## src/rtl/op_encode_pkg.sv

```systemverilog
// Shared 6502 encoder definitions: mnemonics, addressing modes, error codes, FSM states.
package op_encode_pkg;

   localparam int unsigned ADDR_W = 16;
   localparam int unsigned BYTE_W = 8;

   typedef enum logic [5:0] {
      M_ADC, M_AND, M_ASL, M_BCC, M_BCS, M_BEQ, M_BIT, M_BMI,
      M_BNE, M_BPL, M_BRK, M_BVC, M_BVS, M_CLC, M_CLD, M_CLI,
      M_CLV, M_CMP, M_CPX, M_CPY, M_DEC, M_DEX, M_DEY, M_EOR,
      M_INC, M_INX, M_INY, M_JMP, M_JSR, M_LDA, M_LDX, M_LDY,
      M_LSR, M_NOP, M_ORA, M_PHA, M_PHP, M_PLA, M_PLP, M_ROL,
      M_ROR, M_RTI, M_RTS, M_SBC, M_SEC, M_SED, M_SEI, M_STA,
      M_STX, M_STY, M_TAX, M_TAY, M_TSX, M_TXA, M_TXS, M_TYA
   } mnem_t;

   typedef enum logic [3:0] {
      AM_IMP, AM_ACC, AM_IMM, AM_ZPG, AM_ZPX, AM_ZPY, AM_ABS,
      AM_ABX, AM_ABY, AM_IND, AM_XIN, AM_INY, AM_REL
   } mode_t;

   typedef enum logic [1:0] {
      ERR_NONE    = 2'd0,
      ERR_ILLEGAL = 2'd1,
      ERR_RANGE   = 2'd2,
      ERR_ZPOVF   = 2'd3
   } err_code_t;

   typedef enum logic [1:0] {
      ST_IDLE, ST_OP, ST_LO, ST_HI
   } state_t;

   // Instruction length in bytes implied by the addressing mode.
   function automatic logic [1:0] mode_len(input mode_t m);
      case (m)
         AM_IMP, AM_ACC:                 mode_len = 2'd1;
         AM_ABS, AM_ABX, AM_ABY, AM_IND: mode_len = 2'd3;
         default:                        mode_len = 2'd2;
      endcase
   endfunction

   // Modes whose operand must fit in page zero.
   function automatic logic is_zp_mode(input mode_t m);
      is_zp_mode = (m == AM_ZPG) || (m == AM_ZPX) || (m == AM_ZPY) ||
                   (m == AM_XIN) || (m == AM_INY);
   endfunction

endpackage

```

## src/rtl/op_encode_enc_lut.sv

```systemverilog
// NMOS 6502 opcode table: (mnemonic, mode) -> opcode, length, legal.
module enc_lut
   import op_encode_pkg::*;
(
   input  mnem_t       mnem,
   input  mode_t       mode,
   output logic [7:0]  opcode,
   output logic [1:0]  len,
   output logic        legal
);

   logic [7:0] alu_base, alu_sfx, rmw_base, rmw_sfx;
   logic       alu_ok, rmw_ok;

   // Column offset of the regular ALU group (ORA..SBC share one mode layout).
   always_comb begin
      alu_sfx = 8'h00;
      alu_ok  = 1'b1;
      case (mode)
         AM_XIN:  alu_sfx = 8'h01;
         AM_ZPG:  alu_sfx = 8'h05;
         AM_IMM:  alu_sfx = 8'h09;
         AM_ABS:  alu_sfx = 8'h0D;
         AM_INY:  alu_sfx = 8'h11;
         AM_ZPX:  alu_sfx = 8'h15;
         AM_ABY:  alu_sfx = 8'h19;
         AM_ABX:  alu_sfx = 8'h1D;
         default: alu_ok  = 1'b0;
      endcase
   end

   // Column offset of the read-modify-write group (shifts, INC, DEC).
   always_comb begin
      rmw_sfx = 8'h00;
      rmw_ok  = 1'b1;
      case (mode)
         AM_ACC:  rmw_sfx = 8'h0A;
         AM_ZPG:  rmw_sfx = 8'h06;
         AM_ABS:  rmw_sfx = 8'h0E;
         AM_ZPX:  rmw_sfx = 8'h16;
         AM_ABX:  rmw_sfx = 8'h1E;
         default: rmw_ok  = 1'b0;
      endcase
   end

   // Row base of the two regular groups.
   always_comb begin
      alu_base = 8'h00;
      rmw_base = 8'h00;
      case (mnem)
         M_AND: alu_base = 8'h20;
         M_EOR: alu_base = 8'h40;
         M_ADC: alu_base = 8'h60;
         M_STA: alu_base = 8'h80;
         M_LDA: alu_base = 8'hA0;
         M_CMP: alu_base = 8'hC0;
         M_SBC: alu_base = 8'hE0;
         M_ROL: rmw_base = 8'h20;
         M_LSR: rmw_base = 8'h40;
         M_ROR: rmw_base = 8'h60;
         M_DEC: rmw_base = 8'hC0;
         M_INC: rmw_base = 8'hE0;
         default: ;
      endcase
   end

   // Full lookup; irregular instructions listed explicitly.
   always_comb begin
      opcode = 8'h00;
      legal  = 1'b0;
      len    = mode_len(mode);
      case (mnem)
         M_ORA, M_AND, M_EOR, M_ADC, M_LDA, M_CMP, M_SBC: begin
            opcode = alu_base | alu_sfx;
            legal  = alu_ok;
         end
         M_STA: begin
            opcode = alu_base | alu_sfx;
            legal  = alu_ok && (mode != AM_IMM);
         end
         M_ASL, M_ROL, M_LSR, M_ROR: begin
            opcode = rmw_base | rmw_sfx;
            legal  = rmw_ok;
         end
         M_INC, M_DEC: begin
            opcode = rmw_base | rmw_sfx;
            legal  = rmw_ok && (mode != AM_ACC);
         end
         M_LDX: begin
            legal = 1'b1;
            case (mode)
               AM_IMM:  opcode = 8'hA2;
               AM_ZPG:  opcode = 8'hA6;
               AM_ABS:  opcode = 8'hAE;
               AM_ZPY:  opcode = 8'hB6;
               AM_ABY:  opcode = 8'hBE;
               default: legal  = 1'b0;
            endcase
         end
         M_LDY: begin
            legal = 1'b1;
            case (mode)
               AM_IMM:  opcode = 8'hA0;
               AM_ZPG:  opcode = 8'hA4;
               AM_ABS:  opcode = 8'hAC;
               AM_ZPX:  opcode = 8'hB4;
               AM_ABX:  opcode = 8'hBC;
               default: legal  = 1'b0;
            endcase
         end
         M_STX: begin
            legal = 1'b1;
            case (mode)
               AM_ZPG:  opcode = 8'h86;
               AM_ABS:  opcode = 8'h8E;
               AM_ZPY:  opcode = 8'h96;
               default: legal  = 1'b0;
            endcase
         end
         M_STY: begin
            legal = 1'b1;
            case (mode)
               AM_ZPG:  opcode = 8'h84;
               AM_ABS:  opcode = 8'h8C;
               AM_ZPX:  opcode = 8'h94;
               default: legal  = 1'b0;
            endcase
         end
         M_CPX, M_CPY: begin
            legal = 1'b1;
            case (mode)
               AM_IMM:  opcode = 8'hC0;
               AM_ZPG:  opcode = 8'hC4;
               AM_ABS:  opcode = 8'hCC;
               default: legal  = 1'b0;
            endcase
            if (mnem == M_CPX) opcode = opcode | 8'h20;
         end
         M_BIT: begin
            legal = 1'b1;
            case (mode)
               AM_ZPG:  opcode = 8'h24;
               AM_ABS:  opcode = 8'h2C;
               default: legal  = 1'b0;
            endcase
         end
         M_JMP: begin
            legal = 1'b1;
            case (mode)
               AM_ABS:  opcode = 8'h4C;
               AM_IND:  opcode = 8'h6C;
               default: legal  = 1'b0;
            endcase
         end
         M_JSR: begin
            opcode = 8'h20;
            legal  = (mode == AM_ABS);
         end
         M_BPL, M_BMI, M_BVC, M_BVS, M_BCC, M_BCS, M_BNE, M_BEQ: begin
            legal = (mode == AM_REL);
            case (mnem)
               M_BPL:   opcode = 8'h10;
               M_BMI:   opcode = 8'h30;
               M_BVC:   opcode = 8'h50;
               M_BVS:   opcode = 8'h70;
               M_BCC:   opcode = 8'h90;
               M_BCS:   opcode = 8'hB0;
               M_BNE:   opcode = 8'hD0;
               default: opcode = 8'hF0;
            endcase
         end
         default: begin
            legal = (mode == AM_IMP);
            case (mnem)
               M_BRK: opcode = 8'h00;
               M_PHP: opcode = 8'h08;
               M_CLC: opcode = 8'h18;
               M_PLP: opcode = 8'h28;
               M_SEC: opcode = 8'h38;
               M_RTI: opcode = 8'h40;
               M_PHA: opcode = 8'h48;
               M_CLI: opcode = 8'h58;
               M_RTS: opcode = 8'h60;
               M_PLA: opcode = 8'h68;
               M_SEI: opcode = 8'h78;
               M_DEY: opcode = 8'h88;
               M_TXA: opcode = 8'h8A;
               M_TYA: opcode = 8'h98;
               M_TXS: opcode = 8'h9A;
               M_TAY: opcode = 8'hA8;
               M_TAX: opcode = 8'hAA;
               M_CLV: opcode = 8'hB8;
               M_TSX: opcode = 8'hBA;
               M_INY: opcode = 8'hC8;
               M_DEX: opcode = 8'hCA;
               M_CLD: opcode = 8'hD8;
               M_INX: opcode = 8'hE8;
               M_NOP: opcode = 8'hEA;
               M_SED: opcode = 8'hF8;
               default: legal = 1'b0;
            endcase
         end
      endcase
   end

endmodule

```

## src/rtl/op_encode.sv

```systemverilog
// 6502 instruction encoder: accepts (mnemonic, mode, operand), emits bytes at pc.
// Build option OP_ENCODE_BRANCH_REL_EN: REL operand is an absolute target turned
// into a signed 8-bit displacement with range check; otherwise low byte verbatim.
module op_encode
   import op_encode_pkg::*;
#(
   parameter logic [15:0] RESET_ORG = 16'h0600
) (
   input  logic        clk,
   input  logic        rst,
   input  logic        org_load,
   input  logic [15:0] org_addr,
   input  logic        in_valid,
   output logic        in_ready,
   input  mnem_t       in_mnem,
   input  mode_t       in_mode,
   input  logic [15:0] in_operand,
   output logic        out_valid,
   input  logic        out_ready,
   output logic [7:0]  out_byte,
   output logic [15:0] out_addr,
   output logic        out_last,
   output logic        err,
   output logic [1:0]  err_code,
   output logic [15:0] pc
);

   state_t            state_q, state_d;
   logic [ADDR_W-1:0] pc_q, pc_d, addr_q, addr_d;
   logic [BYTE_W-1:0] byte_q, byte_d, lo_q, lo_d, hi_q, hi_d;
   logic [1:0]        len_q, len_d;
   logic              valid_q, valid_d, last_q, last_d, err_q, err_d;
   err_code_t         code_q, code_d;

   logic [7:0]        lut_opcode;
   logic [1:0]        lut_len;
   logic              lut_legal;
   logic [BYTE_W-1:0] rel_lo;
   logic              rel_bad;
   logic              accept, xfer;
   logic [ADDR_W-1:0] pc_inc;

   enc_lut u_lut (
      .mnem   (in_mnem),
      .mode   (in_mode),
      .opcode (lut_opcode),
      .len    (lut_len),
      .legal  (lut_legal)
   );

   assign in_ready = (state_q == ST_IDLE) && !org_load;
   assign accept   = in_valid && in_ready;
   assign xfer     = valid_q && out_ready;
   assign pc_inc   = pc_q + 16'd1;

`ifdef OP_ENCODE_BRANCH_REL_EN
   logic [ADDR_W-1:0] rel_off;
   // Displacement from the address following the 2-byte branch.
   always_comb begin
      rel_off = in_operand - (pc_q + 16'd2);
      rel_lo  = rel_off[7:0];
      rel_bad = (rel_off[15:7] != 9'h000) && (rel_off[15:7] != 9'h1FF);
   end
`else
   // Branch operand passed through untouched.
   always_comb begin
      rel_lo  = in_operand[7:0];
      rel_bad = 1'b0;
   end
`endif

   // Next-state and output computation.
   always_comb begin
      state_d = state_q;
      pc_d    = pc_q;
      addr_d  = addr_q;
      byte_d  = byte_q;
      lo_d    = lo_q;
      hi_d    = hi_q;
      len_d   = len_q;
      valid_d = valid_q;
      last_d  = last_q;
      err_d   = 1'b0;
      code_d  = ERR_NONE;
      case (state_q)
         ST_IDLE: begin
            if (org_load) begin
               pc_d = org_addr;
            end else if (accept) begin
               if (!lut_legal) begin
                  err_d  = 1'b1;
                  code_d = ERR_ILLEGAL;
               end else if (is_zp_mode(in_mode) && (in_operand[15:8] != 8'h00)) begin
                  err_d  = 1'b1;
                  code_d = ERR_ZPOVF;
               end else if ((in_mode == AM_REL) && rel_bad) begin
                  err_d  = 1'b1;
                  code_d = ERR_RANGE;
               end else begin
                  state_d = ST_OP;
                  valid_d = 1'b1;
                  byte_d  = lut_opcode;
                  addr_d  = pc_q;
                  last_d  = (lut_len == 2'd1);
                  len_d   = lut_len;
                  lo_d    = (in_mode == AM_REL) ? rel_lo : in_operand[7:0];
                  hi_d    = in_operand[15:8];
               end
            end
         end
         ST_OP: begin
            if (xfer) begin
               pc_d = pc_inc;
               if (len_q == 2'd1) begin
                  state_d = ST_IDLE;
                  valid_d = 1'b0;
                  last_d  = 1'b0;
               end else begin
                  state_d = ST_LO;
                  byte_d  = lo_q;
                  addr_d  = pc_inc;
                  last_d  = (len_q == 2'd2);
               end
            end
         end
         ST_LO: begin
            if (xfer) begin
               pc_d = pc_inc;
               if (len_q == 2'd2) begin
                  state_d = ST_IDLE;
                  valid_d = 1'b0;
                  last_d  = 1'b0;
               end else begin
                  state_d = ST_HI;
                  byte_d  = hi_q;
                  addr_d  = pc_inc;
                  last_d  = 1'b1;
               end
            end
         end
         default: begin
            if (xfer) begin
               pc_d    = pc_inc;
               state_d = ST_IDLE;
               valid_d = 1'b0;
               last_d  = 1'b0;
            end
         end
      endcase
   end

   // State and output registers, synchronous reset.
   always_ff @(posedge clk) begin
      if (rst) begin
         state_q <= ST_IDLE;
         pc_q    <= RESET_ORG;
         addr_q  <= RESET_ORG;
         byte_q  <= 8'h00;
         lo_q    <= 8'h00;
         hi_q    <= 8'h00;
         len_q   <= 2'd0;
         valid_q <= 1'b0;
         last_q  <= 1'b0;
         err_q   <= 1'b0;
         code_q  <= ERR_NONE;
      end else begin
         state_q <= state_d;
         pc_q    <= pc_d;
         addr_q  <= addr_d;
         byte_q  <= byte_d;
         lo_q    <= lo_d;
         hi_q    <= hi_d;
         len_q   <= len_d;
         valid_q <= valid_d;
         last_q  <= last_d;
         err_q   <= err_d;
         code_q  <= code_d;
      end
   end

   assign out_valid = valid_q;
   assign out_byte  = byte_q;
   assign out_addr  = addr_q;
   assign out_last  = last_q;
   assign err       = err_q;
   assign err_code  = code_q;
   assign pc        = pc_q;

endmodule

```

## config.mk

```make
export PLATFORM = sky130hd
export DESIGN_NAME = op_encode
export DESIGN_NICKNAME = d
export VERILOG_FILES = /design/src/rtl/op_encode_pkg.sv /design/src/rtl/op_encode_enc_lut.sv /design/src/rtl/op_encode.sv
export SDC_FILE = /design/constraint.sdc
export NUM_CORES = 1
export LEC_CHECK = 0
export CAP_MARGIN = 20
export CORE_ASPECT_RATIO = 0.6
export CORE_MARGIN = 1
export CORE_UTILIZATION = 49
export DETAILED_ROUTE_END_ITERATION = 7
export PLACE_DENSITY = 0.89
export SLEW_MARGIN = 30
export SYNTH_ARGS = -nofsm -noshare
export SYNTH_HDL_FRONTEND = slang
export SYNTH_SLANG_ARGS = --single-unit
```

## constraint.sdc

```tcl
create_clock -name clk -period 2.5 [get_ports clk]
set_input_delay 0.5 -clock clk [delete_from_list [all_inputs] [get_ports clk]]
set_output_delay 0.5 -clock clk [all_outputs]
set_load 0.1 [all_outputs]
```

==> results.py, run 1 <==
metrics = {
    "outcome": {
        "run_status": "complete, but fails checks",
        "violations": "negative setup slack",
    },
    "grt": {
        "antenna_found_initial": 0,
        "grt_pass1_vias": 6398,
        "grt_max_degree": 43,
        "grt_util_all_layers_pct": 39.6,
        "grt_overflow_total": 0,
        "grt_pass1_wl_um": 34700,
    },
    "synth": {
        "synth-edff-count": 0,
        "postSynth.asyncResetShare_pct": 0,
        "synthAdderAreaFrac_pct": 1.16,
        "netlist_instances": 742,
        "syn_area_mm2": 0.00537,
        "yosysSeqAreaShare_pct": 23.9,
        "synth-xor-area-share_pct": 3.26,
        "synth_top_family_by_area": "simple AND/OR/NAND/NOR gates",
        "synth_nets": 794,
        "synthFlopType": "dfxtp_1",
        "netlist-cell-type-count": 77,
        "synth_compound_area_share_pct": 28.0,
        "synth_simple_gate_area_share_pct": 29.9,
        "synthMuxAreaShare_pct": 6.38,
        "ys_seq_elements": 64,
        "yosysWarnings": 0,
        "syn_avg_cell_area_um2": 7.24,
    },
    "timing": {
        "worstMarginPinSlew_ps": 777,
        "setup-tns-final_ps": -515,
        "setup_viol": 20,
        "fmax_mhz": 394,
        "finClkSkew_ps": 6.08,
        "setup_ws_ps": -39.1,
        "holdWs_ps": 479,
        "fin_crit_ps": 2540,
        "slew_viol_final": 0,
        "hold_viol": 0,
        "slew-limit-headroom_pct": 48.2,
        "period_share_pct": 102,
    },
    "clock_tree": {
        "cts_tree": "done",
        "htreeDepth": 3,
        "clk_path_buf_depth": 2,
        "cts.hold.buffers_added": 0,
        "clk_latency_ps": 330,
        "cts_root_buf": "clkbuf_16",
        "clock-sinks": 64,
        "path_clk_slew_ps": 50,
        "numCtsBuffers": 9,
    },
    "worst_setup_path": {
        "crit_path_start_kind": "input port",
        "cp.arrival_ps": 2760,
        "rr_startpoint": "state_q[0]",
        "crit_fanout": 6,
        "endpoint_kind": "flop",
        "worstPathRequired_ps": 2720,
        "critical_path.startpoint": "in_operand[14]",
        "critPathKind": "in2reg",
    },
    "floorplan": {
        "io_pins": 93,
        "fp-row-count": 29,
        "coreArea_mm2": 0.0106,
        "initial_core_util_pct": 50.5,
        "die_w_um": 137,
        "die-area_mm2": 0.0114,
        "die_h_um": 83.1,
    },
    "route": {
        "vias": 7229,
        "drt_iter0_markers": 916,
        "wl_um": 23600,
        "antenna_left": 0,
        "detail_route.vias_per_cell": 6.50,
        "post_drt_wl_per_cell_um": 21.2,
        "drc": 0,
        "dr.pass1.iters": 8,
    },
    "placement": {
        "placed_area_mm2": 0.00740,
        "gp_congestion": 1.06,
        "port_buffers": 92,
        "hpwl_um": 15600,
    },
    "min_path": {
        "worstHoldPathType": "reg2reg",
        "min-delay-start": "lo_q[0]",
    },
    "power": {
        "power_w": 0.00358,
        "leakage_nw": 3.59,
        "p_per_area_mw_per_mm2": 431,
        "ir_drop_uv": 413,
    },
    "layout": {
        "fillCellCount": 689,
        "mostFrequentLayoutCell": "buf_4",
        "n_antenna_cell": 0,
        "final_cell_mix": "222 x buf_4, 78 x nor2_1, 56 x a21oi_1",
        "syn2layout_area_growth_pct": 54.5,
        "final_area_mm2": 0.00830,
        "fin_nets": 1022,
        "drive_above_1_share_pct": 35.3,
    },
    "flow_run": {
        "max_cap_viol_count": 0,
    },
}
## cell usage after synthesis, types with 7 or more instances
library cell  instances  area share [%]
a21oi_1              58             5.4
a22oi_1              10             1.4
a311oi_1              7             1.1
a31oi_1               9             1.0
and2_1                8            0.93
and3_1                7            0.82
buf_2                20             1.9
clkbuf_1             40             2.8
dfxtp_1              64              24
inv_1                13            0.91
mux2_1               13             2.7
mux2i_1              14             2.6
nand2_1              52             3.6
nand2b_1             22             2.6
nand3_1              32             3.0
nand4_1               8            0.93
nor2_1               82             5.7
nor2b_1              26             3.0
nor3_1               20             1.9
nor4_1               10             1.2
o211ai_1             10             1.4
o21ai_0              48             4.5
o21ai_1               8            0.75
o22ai_1               8            0.93
xnor2_1               9             1.5
xor2_1               11             1.8
## state kept, by name (all words and copies together) (netlist names)
signal / flops
state_q: 2
out_valid: 1
len_q: 2
pc: 16
err_code: 1
hi_q: 8
out_addr: 16
err: 1
out_byte: 8
lo_q: 8
out_last: 1
## per-layer routing
layer	GRT usage, %	part of all wire (%)	up-vias
met2	52.2	39	610
met4	7.49	3.3	2
met1	56.4	41	3319
met5	4.63	0.27	-
met3	19.9	16	115
li1	-	-	3183
## worst max-delay path, cell delays in order
cell and delay, ps:
clkdlybuf4s50_1 440, nor4_2 230, nand2_1 160, o211ai_1 220, o211ai_1 250, nor2_2 230
a31oi_4 120, buf_6 160, buf_12 140, mux2_4 300
## kinds of logic after synthesis
group	after synthesis
simple gates	305
xor+xnor	20
fa+ha+maj	5
buf+inv	88
compound gates	228
mux	32
flops	64
## stage by stage
stage / instances / worst slack [ps] / util (%)
after floorplan: 742 / -28.6 / -
after global placement: 1062 / -748 / 69.6
after detailed placement: 1062 / -771 / 69.6
after CTS: 1105 / 5.83 / 76.2
after global routing: 1113 / -53.7 / 78.1
final: 1113 / -39.1 / 78.1
## where the power goes
group / internal (W) / leakage, nW / total [W] / switching [W]
registers: 0.00106 / 0.523 / 0.00111 / 0.0000494
clock network: 0.000691 / 0.127 / 0.00113 / 0.000436
logic: 0.000556 / 2.94 / 0.00134 / 0.000785
## area by class of cell
type / instances / area [um2] / area share, %
clock buffers: 14 / 254 / 3.06
clock inverters: 1 / 5.00 / 0.0603
inverters: 14 / 52.6 / 0.633
multi-input cells: 590 / 4040 / 48.6
flip-flops and latches: 64 / 1300 / 15.6
well taps: 139 / 174 / 2.10
repair buffers: 291 / 2480 / 29.9
## what timing repair did
action	in CTS	in global routing
endpoints found under the hold margin	0	0
endpoints found under the setup margin	48	45
resized for setup	81	49
setup buffers	23	9
pin swaps	15	21
gates cloned	6	1
## worst paths after layout
kind / end / slack, ps / depth (start not counted)
min reg2reg: lo_q[0] / 480 / 2
max: out_addr[11] / -40 / 10
min: lo_q[0] / 480 / 2
max reg2reg: out_addr[11] / 50 / 9
Note: power is estimated with default switching activity, not from simulation.
==> run 2: changes to the inputs <==
--- a/config.mk
+++ b/config.mk
@@ -11,7 +11,7 @@
 export CORE_UTILIZATION = 49
 export DETAILED_ROUTE_END_ITERATION = 7
 export PLACE_DENSITY = 0.89
-export SLEW_MARGIN = 30
+export SLEW_MARGIN = 25
 export SYNTH_ARGS = -nofsm -noshare
 export SYNTH_HDL_FRONTEND = slang
 export SYNTH_SLANG_ARGS = --single-unit
==> results of run 2 <==
Same layout as run 1: the final DEF is identical, and so are final timing and power.
==> run 3: changes to the inputs <==
--- a/config.mk
+++ b/config.mk
@@ -10,7 +10,7 @@
 export CORE_MARGIN = 1
 export CORE_UTILIZATION = 49
 export DETAILED_ROUTE_END_ITERATION = 7
-export PLACE_DENSITY = 0.89
+export PLACE_DENSITY = 0.78
 export SLEW_MARGIN = 25
 export SYNTH_ARGS = -nofsm -noshare
 export SYNTH_HDL_FRONTEND = slang
==> run 3 against run 2 <==
Net effect:
- the run still ends with negative setup slack left
- power up 6.3%
- clock skew is 1.2 ps higher
- worst hold slack got worse by 2.5 ps
- first-iteration DRC count grew 1.7%
- critical path depth increased by 2
- sequential cell count did not move
- count of clock-buffer cells in the layout fell by 5
- global-route usage up 1.9 points
- die area unchanged
- sequential power about the same
- sequential share of layout area is 0.18 points lower
- register-to-register slack improved by 40 ps
- largest cell class unchanged
==> results.py, run 3 (synthesis results as in run 1) <==
metrics = {
    "timing": {
        "fmax_mhz": 396,
        "slew_viol_final": 0,
        "rsz0062_at_grt": "yes",
        "setup_ws_ps": -27.1,
        "holdWs_ps": 476,
        "setup_viol": 11,
        "setup-tns-final_ps": -133,
        "fin_crit_ps": 2530,
        "period_share_pct": 101,
        "finClkSkew_ps": 7.24,
        "hold_viol": 0,
        "worstMarginPinSlew_ps": 798,
        "slew-limit-headroom_pct": 46.8,
    },
    "grt": {
        "grt_util_all_layers_pct": 41.5,
        "grt_pass1_vias": 6549,
        "grt_max_degree": 44,
        "antenna_found_initial": 1,
        "grt_overflow_total": 0,
        "grt_pass1_wl_um": 35900,
    },
    "route": {
        "detail_route.vias_per_cell": 6.39,
        "antenna_left": 0,
        "wl_um": 23600,
        "vias": 7107,
        "drc": 0,
        "drt_iter0_markers": 932,
        "post_drt_wl_per_cell_um": 21.2,
        "dr.pass1.iters": 5,
    },
    "power": {
        "power_w": 0.00380,
        "leakage_nw": 3.58,
        "p_per_area_mw_per_mm2": 453,
        "ir_drop_uv": 586,
    },
    "min_path": {
        "worstHoldPathType": "reg2reg",
        "worstHoldPathCells": 2,
    },
    "floorplan": {
        "initial_core_util_pct": 50.5,
        "fp-row-count": 29,
        "io_pins": 93,
        "die_w_um": 137,
        "die_h_um": 83.1,
        "die-area_mm2": 0.0114,
        "coreArea_mm2": 0.0106,
    },
    "layout": {
        "syn2layout_area_growth_pct": 56.3,
        "n_antenna_cell": 0,
        "fin_nets": 1021,
        "drive_above_1_share_pct": 35.8,
        "final_cell_mix": "210 x buf_4, 80 x nor2_1, 55 x dfxtp_1",
        "finalNonFillerCells": 1113,
        "mostFrequentLayoutCell": "buf_4",
    },
    "worst_setup_path": {
        "reg2reg_depth": 9,
        "endpoint_kind": "flop",
        "critPathMaxStageDelay_ps": 350,
        "cp_num_buf_inv": 5,
        "cp.arrival_ps": 2750,
        "worstPathRequired_ps": 2720,
        "worstSetupPathDepth": 12,
        "crit_path_start_kind": "input port",
        "crit_fanout": 6,
        "cp_slowest_cell": "o211ai_1",
        "path_cells": "buf_8, buf_6, buf_6, nor2b_4, o211ai_1, nand3_2, nor4_4, nand4_2, a31oi_4, buf_12, buf_12, mux2_4",
        "path_delay_family": "simple AND/OR/NAND/NOR gates",
        "critPathKind": "in2reg",
    },
    "outcome": {
        "violations": "negative setup slack",
        "run_status": "complete, but fails checks",
    },
    "clock_tree": {
        "path_clk_slew_ps": 60,
        "cts_tree": "done",
        "clock-sinks": 64,
        "htreeDepth": 3,
        "clk_path_buf_depth": 2,
        "numCtsBuffers": 9,
        "clk_latency_ps": 340,
        "cts_root_buf": "clkbuf_16",
    },
    "placement": {
        "port_buffers": 92,
        "gp_congestion": 0.978,
        "hpwl_um": 16700,
        "dp_cells": 1064,
    },
    "flow_run": {
        "max_cap_viol_count": 0,
    },
}
==> run 3: changes by cell type in the layout (fill, tap and decap cells not counted), moves of 4 or more <==
cell and change:
buf_4 -12, mux2_2 +4, clkdlybuf4s50_1 +4, dlymetal6s2s_1 -4, buf_12 +4, mux2_4 -5, buf_6 +4, clkbuf_1 -4
==> run 3: power by group <==
part / total, W / internal [W] / switching (W) / leakage (nW)
combinational: 0.00133 / 0.000557 / 0.000776 / 2.91
clock: 0.00136 / 0.000871 / 0.000489 / 0.148
sequential: 0.00111 / 0.00106 / 0.0000504 / 0.523
==> run 3: path summary, 6_finish.rpt <==
| check | start | slack, ps | to |
|---|---|---|---|
| min | hi_q[2] | 480 | hi_q[2] |
| max | in_mode[2] | -30 | out_addr[4] |
| min reg2reg | hi_q[2] | 480 | hi_q[2] |
| max reg2reg | state_q[0] | 90 | out_addr[4] |
==> run 3: cell type report <==
class                   instances  area, um2
flip-flops and latches         64       1300
clock buffers                   9        225
well taps                     139        174
clock inverters                 7       96.3
repair buffers                290       2530
multi-input cells             590       4020
fillers                       692       2230
inverters                      14       52.6
==> run 3: what timing repair did <==
action | CTS | global route
resized for setup | 91 | 36
setup endpoints to repair | 48 | 40
setup buffers | 22 | 6
hold buffers | 0 | 0
gates cloned | 6 | 2
pin swaps | 16 | 12
==> run 3: tightest hold or removal path, cell delays in order, from the launching register on <==
cell and delay, ps:
dfxtp_1 310, o21ai_0 60, a21oi_1 60
==> run 3: stage by stage <==
step / setup WS [ps] / cell area (um2) / utilization, %
floorplan: -28.6 / 5500 / -
finish: -27.1 / 8400 / 79.0
detailed placement: -844 / 7430 / 69.9
global route: -86.9 / 8400 / 79.0
CTS: 1.40 / 8200 / 77.1
global placement: -793 / 7420 / 69.8
==> run 3: per-layer routing <==
layer,global-route usage [%],vias up,wire length [um]
li1,-,3180,-
met4,7.79,2,456
met2,58.3,514,9730
met3,17.3,57,3310
met1,58.7,3354,10000
met5,0,-,87
